==> src/rtl/mem_port_sched_pkg.sv <==
// Shared constants, lock state type and round-robin pointer helper for mem_port_sched.
package mem_sched_pkg;

  localparam int REQ_WIDTH = 10;
  localparam int AW        = 8;
  localparam int DW        = 32;

  typedef enum logic {
    IDLE   = 1'b0,
    LOCKED = 1'b1
  } lock_state_e;

  // Pointer after a transfer by idx; an out-of-range idx leaves ptr untouched.
  function automatic int unsigned rr_next(input int unsigned ptr, input int unsigned idx,
                                          input int unsigned n = REQ_WIDTH);
    if (idx >= n) return ptr;
    return (idx == n - 1) ? 0 : idx + 1;
  endfunction

endpackage

==> src/rtl/mem_port_sched_if.sv <==
// Requester-side and memory-side bus of the shared bank port.
interface mem_port_sched_if #(
  parameter int REQ_WIDTH = 10,
  parameter int AW        = 8,
  parameter int DW        = 32
);
  // Handshake: requester i transfers in a cycle where req_valid[i] & req_ready[i];
  // the requester holds valid/lock/we/addr/wdata stable until that cycle, and
  // req_ready may depend combinationally on req_valid and mem_ready.
  logic [REQ_WIDTH-1:0]    req_valid;
  logic [REQ_WIDTH-1:0]    req_lock;
  logic [REQ_WIDTH-1:0]    req_we;
  logic [REQ_WIDTH*AW-1:0] req_addr;
  logic [REQ_WIDTH*DW-1:0] req_wdata;
  logic [REQ_WIDTH-1:0]    req_ready;
  logic [REQ_WIDTH-1:0]    rsp_valid;
  logic [DW-1:0]           rsp_rdata;
  logic                    mem_en;
  logic                    mem_we;
  logic [AW-1:0]           mem_addr;
  logic [DW-1:0]           mem_wdata;
  logic [DW-1:0]           mem_rdata;
  logic                    mem_ready;

  modport master (
    output req_valid, req_lock, req_we, req_addr, req_wdata, mem_rdata, mem_ready,
    input  req_ready, rsp_valid, rsp_rdata, mem_en, mem_we, mem_addr, mem_wdata
  );

  modport slave (
    input  req_valid, req_lock, req_we, req_addr, req_wdata, mem_rdata, mem_ready,
    output req_ready, rsp_valid, rsp_rdata, mem_en, mem_we, mem_addr, mem_wdata
  );
endinterface

==> src/rtl/mem_port_sched_rr_pick.sv <==
// Combinational round-robin picker: one-hot grant to the first set req at or after ptr.
module rr_pick #(
  parameter int N  = 10,
  parameter int PW = 4
) (
  input  logic [N-1:0]  req,
  input  logic [PW-1:0] ptr,
  output logic [N-1:0]  grant
);
  localparam int W2 = 2 * N;

  logic [W2-1:0] dbl, ptr_oh, masked, lowest;

  always_comb begin
    dbl    = {req, req};
    ptr_oh = W2'(1) << ptr;
    // Clearing the bits below ptr in the doubled vector makes the wrap-around
    // requesters appear in the upper copy, so a plain lowest-set-bit pick works.
    masked = dbl & ~(ptr_oh - W2'(1));
    lowest = masked & (~masked + W2'(1));
    grant  = lowest[N-1:0] | lowest[W2-1:N];
  end
endmodule

==> src/rtl/mem_port_sched.sv <==
// Round-robin scheduler for one shared memory bank port with burst locking and tagged reads.
// Define MEM_PORT_SCHED_STATS_EN to add grant/conflict counters with a synchronous clear.
module mem_port_sched
  import mem_sched_pkg::*;
#(
  parameter int REQ_WIDTH = mem_sched_pkg::REQ_WIDTH,
  parameter int AW        = mem_sched_pkg::AW,
  parameter int DW        = mem_sched_pkg::DW,
  parameter int RD_LAT    = 1,
  parameter int LOCK_MAX  = 8
) (
  input  logic             clk,
  input  logic             rst,
  mem_port_sched_if.slave  bus,
  output logic             lock_active,
  output lock_state_e      dbg_lock_state
`ifdef MEM_PORT_SCHED_STATS_EN
  ,
  input  logic             stat_clr,
  output logic [31:0]      stat_grants,
  output logic [31:0]      stat_conflicts
`endif
);
  localparam int PW = (REQ_WIDTH > 1) ? $clog2(REQ_WIDTH) : 1;

  logic [PW-1:0]        ptr_q, ptr_d;
  lock_state_e          lock_q, lock_d;
  logic [PW-1:0]        owner_q, owner_d;
  logic [7:0]           cnt_q, cnt_d;
  logic                 mem_en_q, mem_en_d, mem_we_q, mem_we_d;
  logic [AW-1:0]        mem_addr_q, mem_addr_d;
  logic [DW-1:0]        mem_wdata_q, mem_wdata_d;
  logic [REQ_WIDTH-1:0] cmd_tag_q, cmd_tag_d;
  logic [REQ_WIDTH-1:0] tag_pipe_q [RD_LAT];
  logic [REQ_WIDTH-1:0] tag_pipe_d [RD_LAT];

  logic [REQ_WIDTH-1:0] owner_oh, eligible, grant;
  logic [PW-1:0]        win_idx;
  logic                 xfer;

  always_comb begin
    owner_oh = REQ_WIDTH'(1) << owner_q;
    eligible = bus.req_valid & ((lock_q == LOCKED) ? owner_oh : '1)
             & {REQ_WIDTH{bus.mem_ready}};
  end

  rr_pick #(.N(REQ_WIDTH), .PW(PW)) u_pick (
    .req   (eligible),
    .ptr   (ptr_q),
    .grant (grant)
  );

  always_comb begin
    xfer    = |grant;
    win_idx = '0;
    for (int i = 0; i < REQ_WIDTH; i++) begin
      if (grant[i]) win_idx = PW'(i);
    end
  end

  // Lock FSM; a busy port (mem_ready=0) freezes state and count.
  always_comb begin
    lock_d  = lock_q;
    owner_d = owner_q;
    cnt_d   = cnt_q;
    if (bus.mem_ready) begin
      case (lock_q)
        IDLE: begin
          if (xfer && bus.req_lock[win_idx]) begin
            lock_d  = LOCKED;
            owner_d = win_idx;
            cnt_d   = 8'd1;
          end
        end
        LOCKED: begin
          if (!bus.req_valid[owner_q]) begin
            lock_d = IDLE;
            cnt_d  = '0;
          end else if (xfer) begin
            if (cnt_q >= 8'(LOCK_MAX) || !bus.req_lock[owner_q]) begin
              lock_d = IDLE;
              cnt_d  = '0;
            end else begin
              cnt_d = cnt_q + 8'd1;
            end
          end
        end
        default: lock_d = IDLE;
      endcase
    end
  end

  always_comb begin
    ptr_d       = xfer ? PW'(rr_next(32'(ptr_q), 32'(win_idx), REQ_WIDTH)) : ptr_q;
    mem_en_d    = xfer;
    mem_we_d    = mem_we_q;
    mem_addr_d  = mem_addr_q;
    mem_wdata_d = mem_wdata_q;
    cmd_tag_d   = cmd_tag_q;
    if (xfer) begin
      mem_we_d    = bus.req_we[win_idx];
      mem_addr_d  = bus.req_addr[win_idx*AW +: AW];
      mem_wdata_d = bus.req_wdata[win_idx*DW +: DW];
      cmd_tag_d   = grant;
    end
    tag_pipe_d[0] = (mem_en_q && !mem_we_q) ? cmd_tag_q : '0;
    for (int k = 1; k < RD_LAT; k++) tag_pipe_d[k] = tag_pipe_q[k-1];
  end

  always_ff @(posedge clk or negedge rst) begin
    if (!rst) begin
      ptr_q       <= '0;
      lock_q      <= IDLE;
      owner_q     <= '0;
      cnt_q       <= '0;
      mem_en_q    <= 1'b0;
      mem_we_q    <= 1'b0;
      mem_addr_q  <= '0;
      mem_wdata_q <= '0;
      cmd_tag_q   <= '0;
      for (int k = 0; k < RD_LAT; k++) tag_pipe_q[k] <= '0;
    end else begin
      ptr_q       <= ptr_d;
      lock_q      <= lock_d;
      owner_q     <= owner_d;
      cnt_q       <= cnt_d;
      mem_en_q    <= mem_en_d;
      mem_we_q    <= mem_we_d;
      mem_addr_q  <= mem_addr_d;
      mem_wdata_q <= mem_wdata_d;
      cmd_tag_q   <= cmd_tag_d;
      for (int k = 0; k < RD_LAT; k++) tag_pipe_q[k] <= tag_pipe_d[k];
    end
  end

  assign bus.req_ready   = grant;
  assign bus.mem_en      = mem_en_q;
  assign bus.mem_we      = mem_we_q;
  assign bus.mem_addr    = mem_addr_q;
  assign bus.mem_wdata   = mem_wdata_q;
  assign bus.rsp_valid   = tag_pipe_q[RD_LAT-1];
  assign bus.rsp_rdata   = bus.mem_rdata;
  assign lock_active     = (lock_q == LOCKED);
  assign dbg_lock_state  = lock_q;

`ifdef MEM_PORT_SCHED_STATS_EN
  logic [31:0] grants_q, grants_d, conf_q, conf_d;
  logic        conflict;

  always_comb begin
    conflict = ($countones(bus.req_valid) > 1)
             || ((|bus.req_valid) && !bus.mem_ready)
             || ((lock_q == LOCKED) && (|(bus.req_valid & ~owner_oh)));
    grants_d = grants_q;
    conf_d   = conf_q;
    if (stat_clr) begin
      grants_d = '0;
      conf_d   = '0;
    end else begin
      if (xfer && grants_q != '1)   grants_d = grants_q + 32'd1;
      if (conflict && conf_q != '1) conf_d   = conf_q + 32'd1;
    end
  end

  always_ff @(posedge clk or negedge rst) begin
    if (!rst) begin
      grants_q <= '0;
      conf_q   <= '0;
    end else begin
      grants_q <= grants_d;
      conf_q   <= conf_d;
    end
  end

  assign stat_grants    = grants_q;
  assign stat_conflicts = conf_q;
`endif

endmodule
==> src/flat_wrapper.sv <==
// flat-port wrapper written by rule: the top's interface ports become plain ports
module mem_port_sched_flat import mem_sched_pkg::*;
#(
  parameter int REQ_WIDTH = mem_sched_pkg::REQ_WIDTH,
  parameter int AW        = mem_sched_pkg::AW,
  parameter int DW        = mem_sched_pkg::DW,
  parameter int RD_LAT    = 1,
  parameter int LOCK_MAX  = 8
)
  (clk, rst, lock_active, dbg_lock_state, bus_req_valid, bus_req_lock, bus_req_we, bus_req_addr, bus_req_wdata, bus_mem_rdata, bus_mem_ready, bus_req_ready, bus_rsp_valid, bus_rsp_rdata, bus_mem_en, bus_mem_we, bus_mem_addr, bus_mem_wdata);
  mem_port_sched_if #(.REQ_WIDTH(REQ_WIDTH), .AW(AW), .DW(DW)) bus_i ();
  input  logic clk;
  input  logic rst;
  output logic lock_active;
  output lock_state_e dbg_lock_state;
  input wire logic [$bits(bus_i.req_valid)-1:0] bus_req_valid;
  input wire logic [$bits(bus_i.req_lock)-1:0] bus_req_lock;
  input wire logic [$bits(bus_i.req_we)-1:0] bus_req_we;
  input wire logic [$bits(bus_i.req_addr)-1:0] bus_req_addr;
  input wire logic [$bits(bus_i.req_wdata)-1:0] bus_req_wdata;
  input wire logic [$bits(bus_i.mem_rdata)-1:0] bus_mem_rdata;
  input wire logic [$bits(bus_i.mem_ready)-1:0] bus_mem_ready;
  output wire logic [$bits(bus_i.req_ready)-1:0] bus_req_ready;
  output wire logic [$bits(bus_i.rsp_valid)-1:0] bus_rsp_valid;
  output wire logic [$bits(bus_i.rsp_rdata)-1:0] bus_rsp_rdata;
  output wire logic [$bits(bus_i.mem_en)-1:0] bus_mem_en;
  output wire logic [$bits(bus_i.mem_we)-1:0] bus_mem_we;
  output wire logic [$bits(bus_i.mem_addr)-1:0] bus_mem_addr;
  output wire logic [$bits(bus_i.mem_wdata)-1:0] bus_mem_wdata;
  assign bus_i.req_valid = bus_req_valid;
  assign bus_i.req_lock = bus_req_lock;
  assign bus_i.req_we = bus_req_we;
  assign bus_i.req_addr = bus_req_addr;
  assign bus_i.req_wdata = bus_req_wdata;
  assign bus_i.mem_rdata = bus_mem_rdata;
  assign bus_i.mem_ready = bus_mem_ready;
  assign bus_req_ready = bus_i.req_ready;
  assign bus_rsp_valid = bus_i.rsp_valid;
  assign bus_rsp_rdata = bus_i.rsp_rdata;
  assign bus_mem_en = bus_i.mem_en;
  assign bus_mem_we = bus_i.mem_we;
  assign bus_mem_addr = bus_i.mem_addr;
  assign bus_mem_wdata = bus_i.mem_wdata;
  mem_port_sched #(.REQ_WIDTH(REQ_WIDTH), .AW(AW), .DW(DW), .RD_LAT(RD_LAT), .LOCK_MAX(LOCK_MAX)) u_core (.clk(clk), .rst(rst), .bus(bus_i), .lock_active(lock_active), .dbg_lock_state(dbg_lock_state));
endmodule
==> config.mk <==
export PLATFORM = sky130hd
export DESIGN_NAME = mem_port_sched_flat
export DESIGN_NICKNAME = d
export VERILOG_FILES = /design/src/rtl/mem_port_sched_pkg.sv /design/src/rtl/mem_port_sched_if.sv /design/src/rtl/mem_port_sched_rr_pick.sv /design/src/rtl/mem_port_sched.sv /design/src/flat_wrapper.sv
export SDC_FILE = /design/constraint.sdc
export NUM_CORES = 1
export LEC_CHECK = 0
export BUFFER_PORTS_ARGS = -buffer_cell sky130_fd_sc_hd__buf_2
export CAP_MARGIN = 20
export CORE_AREA = 4 4 214 216
export CTS_BUF_LIST = sky130_fd_sc_hd__clkbuf_4 sky130_fd_sc_hd__clkbuf_8
export CTS_CLUSTER_SIZE = 16
export DETAILED_ROUTE_END_ITERATION = 10
export DIE_AREA = 0 0 218 220
export PLACE_DENSITY = 0.5
export SYNTH_ARGS = -nofsm -noshare
export SYNTH_HDL_FRONTEND = slang
export SYNTH_SLANG_ARGS = --single-unit
export TNS_END_PERCENT = 10
==> constraint.sdc <==
create_clock -name clk -period 12.3 [get_ports clk]
set_input_delay 1.845 -clock clk [delete_from_list [all_inputs] [get_ports clk]]
set_output_delay 1.845 -clock clk [all_outputs]
set_load 0.02 [all_outputs]
# After elaboration in Yosys (flattened, before gate mapping)
# Cells that the tools add are included.
# word_totals
inputBits	465
ram_bits	0
reg_bits	79
mem_bits_ro	0
output_inout_bits	96
latch_bits	0
memories	0
elab_cells	76
# classes
n_mux	33
n_lt_le_gt_ge	4
n_eq_ne	4
n_reduce_logical	9
div	0
multipliers	0
n_addsub	4
shifts	4
n_bitwise	8
# op_table
operator	n
320-bit by 10-bit variable part select with 32-bit output	1
80-bit by 8-bit variable part select with 8-bit output	1
20-bit bitwise AND	2
20-bit inverter	2
8-bit 2-to-1 mux	4
20-bit by 1-bit adder with 20-bit output (second input constant)	1
10-bit bitwise AND	2
10-bit 2-to-1 mux	2
4-bit 2-to-1 mux	5
1-bit by 4-bit left shift with 20-bit output (first input constant)	1
20-bit by 1-bit subtractor with 20-bit output (second input constant)	1
1-bit binary-select mux with 4-bit select	4
8-bit case mux with 2 select lines	1
3-bit 2-to-1 mux	4
4-bit by 5-bit < comparator with 1-bit output (second input constant)	2
1-bit 2-to-1 mux	10
10-bit bitwise OR	1
10-bit OR reduction	1
1-bit by 4-bit left shift with 10-bit output (first input constant)	1
8-bit by 1-bit adder with 8-bit output (second input constant)	1
8-bit by 4-bit >= comparator with 1-bit output (second input constant)	1
3-bit AND reduction	2
4-bit by 1-bit adder with 4-bit output (second input constant)	1
4-bit == test (second input constant)	1
other kinds (11)	14

# Longest topological paths before layout
# depth
ltp_word	23
mapped_depth	20
depth_no_buf	13

# Modules after synthesis
# Synthesis repeated with hierarchy kept, for this count alone.
# hier_totals
hier_cells	1048
area_unflattened_um2	7417.1
# by_module_without_submodules
module	instances	seq_area_each_um2	area_per_inst_um2	cells_each
mem_port_sched	1	1976.9	6829.0	961
rr_pick	1	0.0	588.1	87

# Least setup slack after synthesis
# OpenSTA, ideal clock, no wires.
# synth_timing
path_type	input to output
startpoint	in bus_mem_ready
endpoint	out bus_req_ready[4]
cell_stages	8
arrival_time_ns	3.937
n_path_buf	2
setup_slack_ns	6.518
required_time_ns	10.455
cell_sequence	clkbuf_1 > buf_2 > o2111a_1 > a31oi_2 > nand4_2 > nor2_1 > nand3_1 > o32ai_1
# synth_between
elab_chain_len	6
# synth_rtl
item	line	rtl
start: declaration	flat_wrapper.sv:22	input wire logic [$bits(bus_i.mem_ready)-1:0] bus_mem_ready;
10-bit bitwise AND (*)	mem_port_sched.sv:44	& {REQ_WIDTH{bus.mem_ready}};
20-bit bitwise AND (*)	mem_port_sched_rr_pick.sv:19	masked = dbl & ~(ptr_oh - W2'(1));
20-bit inverter	mem_port_sched_rr_pick.sv:20	lowest = masked & (~masked + W2'(1));
20-bit by 1-bit adder with 20-bit output	mem_port_sched_rr_pick.sv:20	
20-bit bitwise AND (*)	mem_port_sched_rr_pick.sv:20	
10-bit bitwise OR (*)	mem_port_sched_rr_pick.sv:21	grant = lowest[N-1:0] | lowest[W2-1:N];
end: declaration	flat_wrapper.sv:23	output wire logic [$bits(bus_i.req_ready)-1:0] bus_req_ready;
# Mark *: on every way between the ends. The rest lies on a longest branch, timed or not.

# Worst setup path in the final report
# layout_timing
startpoint	reg u_core.ptr_q[0]
endpoint	out bus_req_ready[4]
# layout_between
elab_chain_len	8
# layout_rtl
item	line	rtl
start: declaration	mem_port_sched.sv:26	logic [PW-1:0] ptr_q, ptr_d;
start signal: assignment	mem_port_sched.sv:123	ptr_q <= ptr_d;
1-bit by 4-bit left shift with 20-bit output (*)	mem_port_sched_rr_pick.sv:16	ptr_oh = W2'(1) << ptr;
20-bit by 1-bit subtractor with 20-bit output (*)	mem_port_sched_rr_pick.sv:19	
20-bit inverter (*)	mem_port_sched_rr_pick.sv:19	
20-bit bitwise AND (*)	mem_port_sched_rr_pick.sv:19	
20-bit inverter	mem_port_sched_rr_pick.sv:20	
20-bit by 1-bit adder with 20-bit output	mem_port_sched_rr_pick.sv:20	
20-bit bitwise AND (*)	mem_port_sched_rr_pick.sv:20	
10-bit bitwise OR (*)	mem_port_sched_rr_pick.sv:21	
# Marked as above.

==> metrics.md <==
| Metric | Value |
|---|---|
| Kind of cell with the highest combined delay on the critical path | `simple AND/OR/NAND/NOR gates` |
| Overall fraction of global-route tracks in use | `0.166` |
| CTS tree | `yes` |
| Prevailing post-synth register cell | `dfrtp_1` |
| Residual DRC count | `0` |
| Pre-antenna DRT Iters | `5` |
| Average detailed-routed wire length per instance | `22.7 um` |
| Sequential share of power | `0.143` |
| WHS Path Cells | `1` |
| Proportion of total power due to net switching | `0.550` |
| Sequential area share after synthesis | `0.254` |
| Result of the run | `finished, final reports clean` |
| Floorplan row count | `77` |
| Hold violation total from the final report | `0` |
| Most used standard cells in the synthesized netlist | `123 x mux2i_1, 84 x a211oi_1, 79 x dfrtp_1, 77 x a221oi_1, 43 x clkbuf_1` |
| Area of the multi-input gates | `5120 sq um` |
| Kind of start point of the critical path | `flop` |
| Most frequent cell after synthesis | `mux2i_1` |
| Final routed wirelength across all metal layers | `42.4 mm` |
| Crit path top cell by count | `o32ai_1` |
| Worst Max-Slew Pin Slew | `1060 ps` |
| Share of Yosys cell area claimed by the top area cell type | `0.254` |
| Clock Pin Slew Worst Setup and Hold Paths | `100 ps` |
| Nature of the critical path endpoint | `output port` |
| Count of placed standard cells in the final layout, fillers left out | `1,869` |
| Sw Pwr | `1860 uW` |
| Number of antenna-violating nets in the routed design | `0` |
| Share of power burned in the clock network | `0.060` |
| Critical path data required time | `10,450 ps` |
| Final critical-path required period | `6580 ps` |
| Y dimension of the die | `220 um` |
| Combinational cell fraction of total power | `0.797` |
| Total instance count after detailed placement | `1,848` |
| Wire length of the first global-routing pass | `59.3 mm` |
| Arr. time, crit path | `4740 ps` |
| Power per standard cell area | `314 nW/um^2` |
| Detailed Place HPWL | `34.2 mm` |
| Number of instances in the synthesized netlist | `859` |
| Post-route clock skew | `17.4 ps` |
| Overall power consumption | `3380 uW` |
| Total negative setup slack | `0 ps` |
| Synth-to-Final Area Change | `38.1%` |
| Async SR Flop Fraction | `1.00` |
| Number of distinct library cells after synthesis | `75` |
| Total setup violations reported at the end of the flow | `0` |
| FF/Latch Area | `1980 sq um` |
| Post-CTS setup repair buffer count | `0` |
| Core area | `43,900 sq um` |
| Clk sink count | `79` |
| Count of cells along the worst register-to-register path | `13` |
| Largest stage delay, worst path | `660 ps` |
| Peak fanout along the critical path | `18` |
| Net count reported at finish | `1,735` |
| Maximum clock path buffer count | `2` |
| Detailed-route vias per instance | `4.80` |
| Post-layout utilization of the core | `0.244` |
| Gpl congestion | `0.953` |
| Antenna violations before repair | `13` |
| Number of buffer cells added on primary ports | `496` |
| Number of synthesized flops with an enable pin | `0` |
| Highest achievable clock rate | `152 MHz` |
| Top cells by area, synth | `dfrtp_1 25%, mux2i_1 16%, a221oi_1 8.7%, a211oi_1 8.1%, a22o_1 4.3%` |
| Synth Cell Area | `7770 sq um` |
| Count of hold-fix buffers inserted at cts | `0` |
| WHS | `479 ps` |
| Average instance area after synthesis | `9.05 sq um` |
| Remaining Overflow, GRT | `0` |
| Part of the cycle the worst path needs | `0.535` |
| Number of buffers added by the clock tree synthesis step | `9` |
| Fillers | `4,909` |
| Die ar. | `48,000 sq um` |
| Proportion of layout cells with a drive suffix above 1 | `0.448` |
| Clk Latency, worst-skew pair | `400 ps` |
| Net Count, Synth | `1,327` |
| Maximum number of pins on one net before global-route repair | `84` |
| Worst min path class | `flop to flop` |
| Violation count after the first detailed-routing iteration | `816` |
| Cells traversed along the worst timing path | `or4_1 > ha_1 > or3_1 > a21oi_1 > o32ai_1 > and2_1 > nor2_1 > nand3_1 > o32ai_1 > buf_2` |
| CTS H-Tree Depth | `3` |
| Logic depth of the worst setup path including buffers | `10` |
| Starting density of the core | `0.177` |
| Total of flip-flops plus latches after synthesis | `79` |
| Clock Root Buffer | `clkbuf_8` |
| Maximum resistive drop on vdd | `0.169 mV` |
| Internal Power | `1520 uW` |
| Cell with the biggest individual delay on the critical path | `or4_1` |
| Worst slew slack as a fraction of its limit | `0.292` |
| Final max-slew violation count | `0` |
| Via Count | `8,963` |
| Count of instances resized after the clock tree is built | `0` |
| Static leakage power | `0.00530 uW` |
| Number of ports placed on the die boundary | `561` |
| Category of the critical setup timing path | `flop to output port` |
| CP bufs+invs | `1` |
| Area leader, netlist | `dfrtp_1` |
| Number of global-route vias before repair | `8,922` |
| Die width | `218 um` |
| Unrepaired setup endpoints after global routing | `no` |
| Warnings from Yosys | `0` |
| Max Cap Viol | `0` |
per-stage QoR:
stage                     cell area, sq um  worst slack (ps)
after detailed placement             10500              5500
after global routing                 10700              5410
final                                10700              5720
after floorplan                       7770              6520
after CTS                            10700              5690
after global placement               10500              5510
routing by layer:
| layer | part of all wire | GRT usage | routed length, um |
|---|---|---|---|
| met2 | 0.50 | 0.289 | 21400 |
| met3 | 0.079 | 0.0509 | 3360 |
| met1 | 0.40 | 0.200 | 16800 |
| met5 | 0.0018 | 0.00417 | 78 |
| met4 | 0.018 | 0.0388 | 776 |
state kept, by name, indices dropped and copies added (netlist names):
register	flops
u_core.ptr_q	4
u_core.bus.mem_wdata	32
u_core.bus.mem_en	1
u_core.bus.rsp_valid	10
u_core.bus.mem_addr	8
u_core.dbg_lock_state	1
u_core.cnt_q	8
u_core.owner_q	4
u_core.bus.mem_we	1
u_core.cmd_tag_q	10
power groups by stage:
| stage | Sequential (uW) | Clock (uW) | Combinational (uW) |
|---|---|---|---|
| 4_1_cts | 482 | 222 | 2710 |
| 5_1_grt | 500 | 228 | 2920 |
| 3_5_place_dp | 483 | 0 | 2720 |
| 2_1_floorplan | 545 | 0 | 1910 |
| 6_report | 484 | 202 | 2690 |
| 3_3_place_gp | 488 | 0 | 2690 |
cells by family (layout without fill, tap and decap cells):
family                     count (synthesis)  after routing  share of synthesized area
other                                      0              5                          0
buffers and inverters                    142            555                     0.0929
and+or+nand+nor                          179            179                      0.132
xor gates and xnor gates                   2              2                    0.00225
AOI/OAI and AO/OA                        313            313                      0.324
adders and majority gates                  3              3                    0.00483
DFF                                       79             79                      0.254
muxes                                    141            141                      0.190
final cells by class:
type | instances | share of cell area
antenna | 5 | 0.00117
clock buffer | 9 | 0.0115
clock inverter | 7 | 0.00571
inverter | 27 | 0.00944
multi-input combinational | 638 | 0.477
sequential | 79 | 0.184
tap | 592 | 0.0690
timing repair buffer | 512 | 0.243
worst reg2reg max path, delay by kind of cell (launching register included):
family,cells,cell delay [ps]
flip-flops,1,620
AO/OA/AOI/OAI,6,2280
buffers and inverters,2,1520
adder cells (fa/ha/maj),1,470
AND/OR/NAND/NOR,4,1330
path summary, 6_finish.rpt:
check	start	slack (ps)	endpoint
max in group asynchronous	rst	9790	u_core.bus.mem_wdata[6]
min in group asynchronous	rst	1420	u_core.bus.rsp_valid[5]
worst min register to register	u_core.cmd_tag_q[6]	480	u_core.cmd_tag_q[6]
worst max register to register	u_core.ptr_q[0]	6060	u_core.bus.mem_addr[4]
worst min-delay path	u_core.cmd_tag_q[6]	480	u_core.cmd_tag_q[6]
worst max-delay path	u_core.ptr_q[0]	5720	bus_req_ready[4]
placed cells by master, fill, tap and decap left out, types with 4 or more instances in the layout:
cell / count
a221oi_1: 77
diode_2: 5
o21a_1: 10
inv_1: 25
and3_1: 4
a211o_1: 4
o21ai_0: 13
nand3_1: 11
a21oi_1: 17
nor4b_1: 5
nor3_1: 9
o21ai_1: 4
a31oi_1: 5
dfrtp_1: 79
mux4_2: 4
mux2_2: 12
nor2b_1: 42
o31a_1: 4
nor2_1: 19
nand4_1: 7
a21o_1: 10
buf_2: 495
o22ai_1: 4
nor4_1: 6
a22o_1: 38
mux2i_1: 123
o211ai_1: 7
buf_4: 17
a31o_2: 5
clkbuf_8: 9
and2_1: 14
nand2_1: 35
a211oi_1: 83
Note: power is estimated with default switching activity, not from simulation.
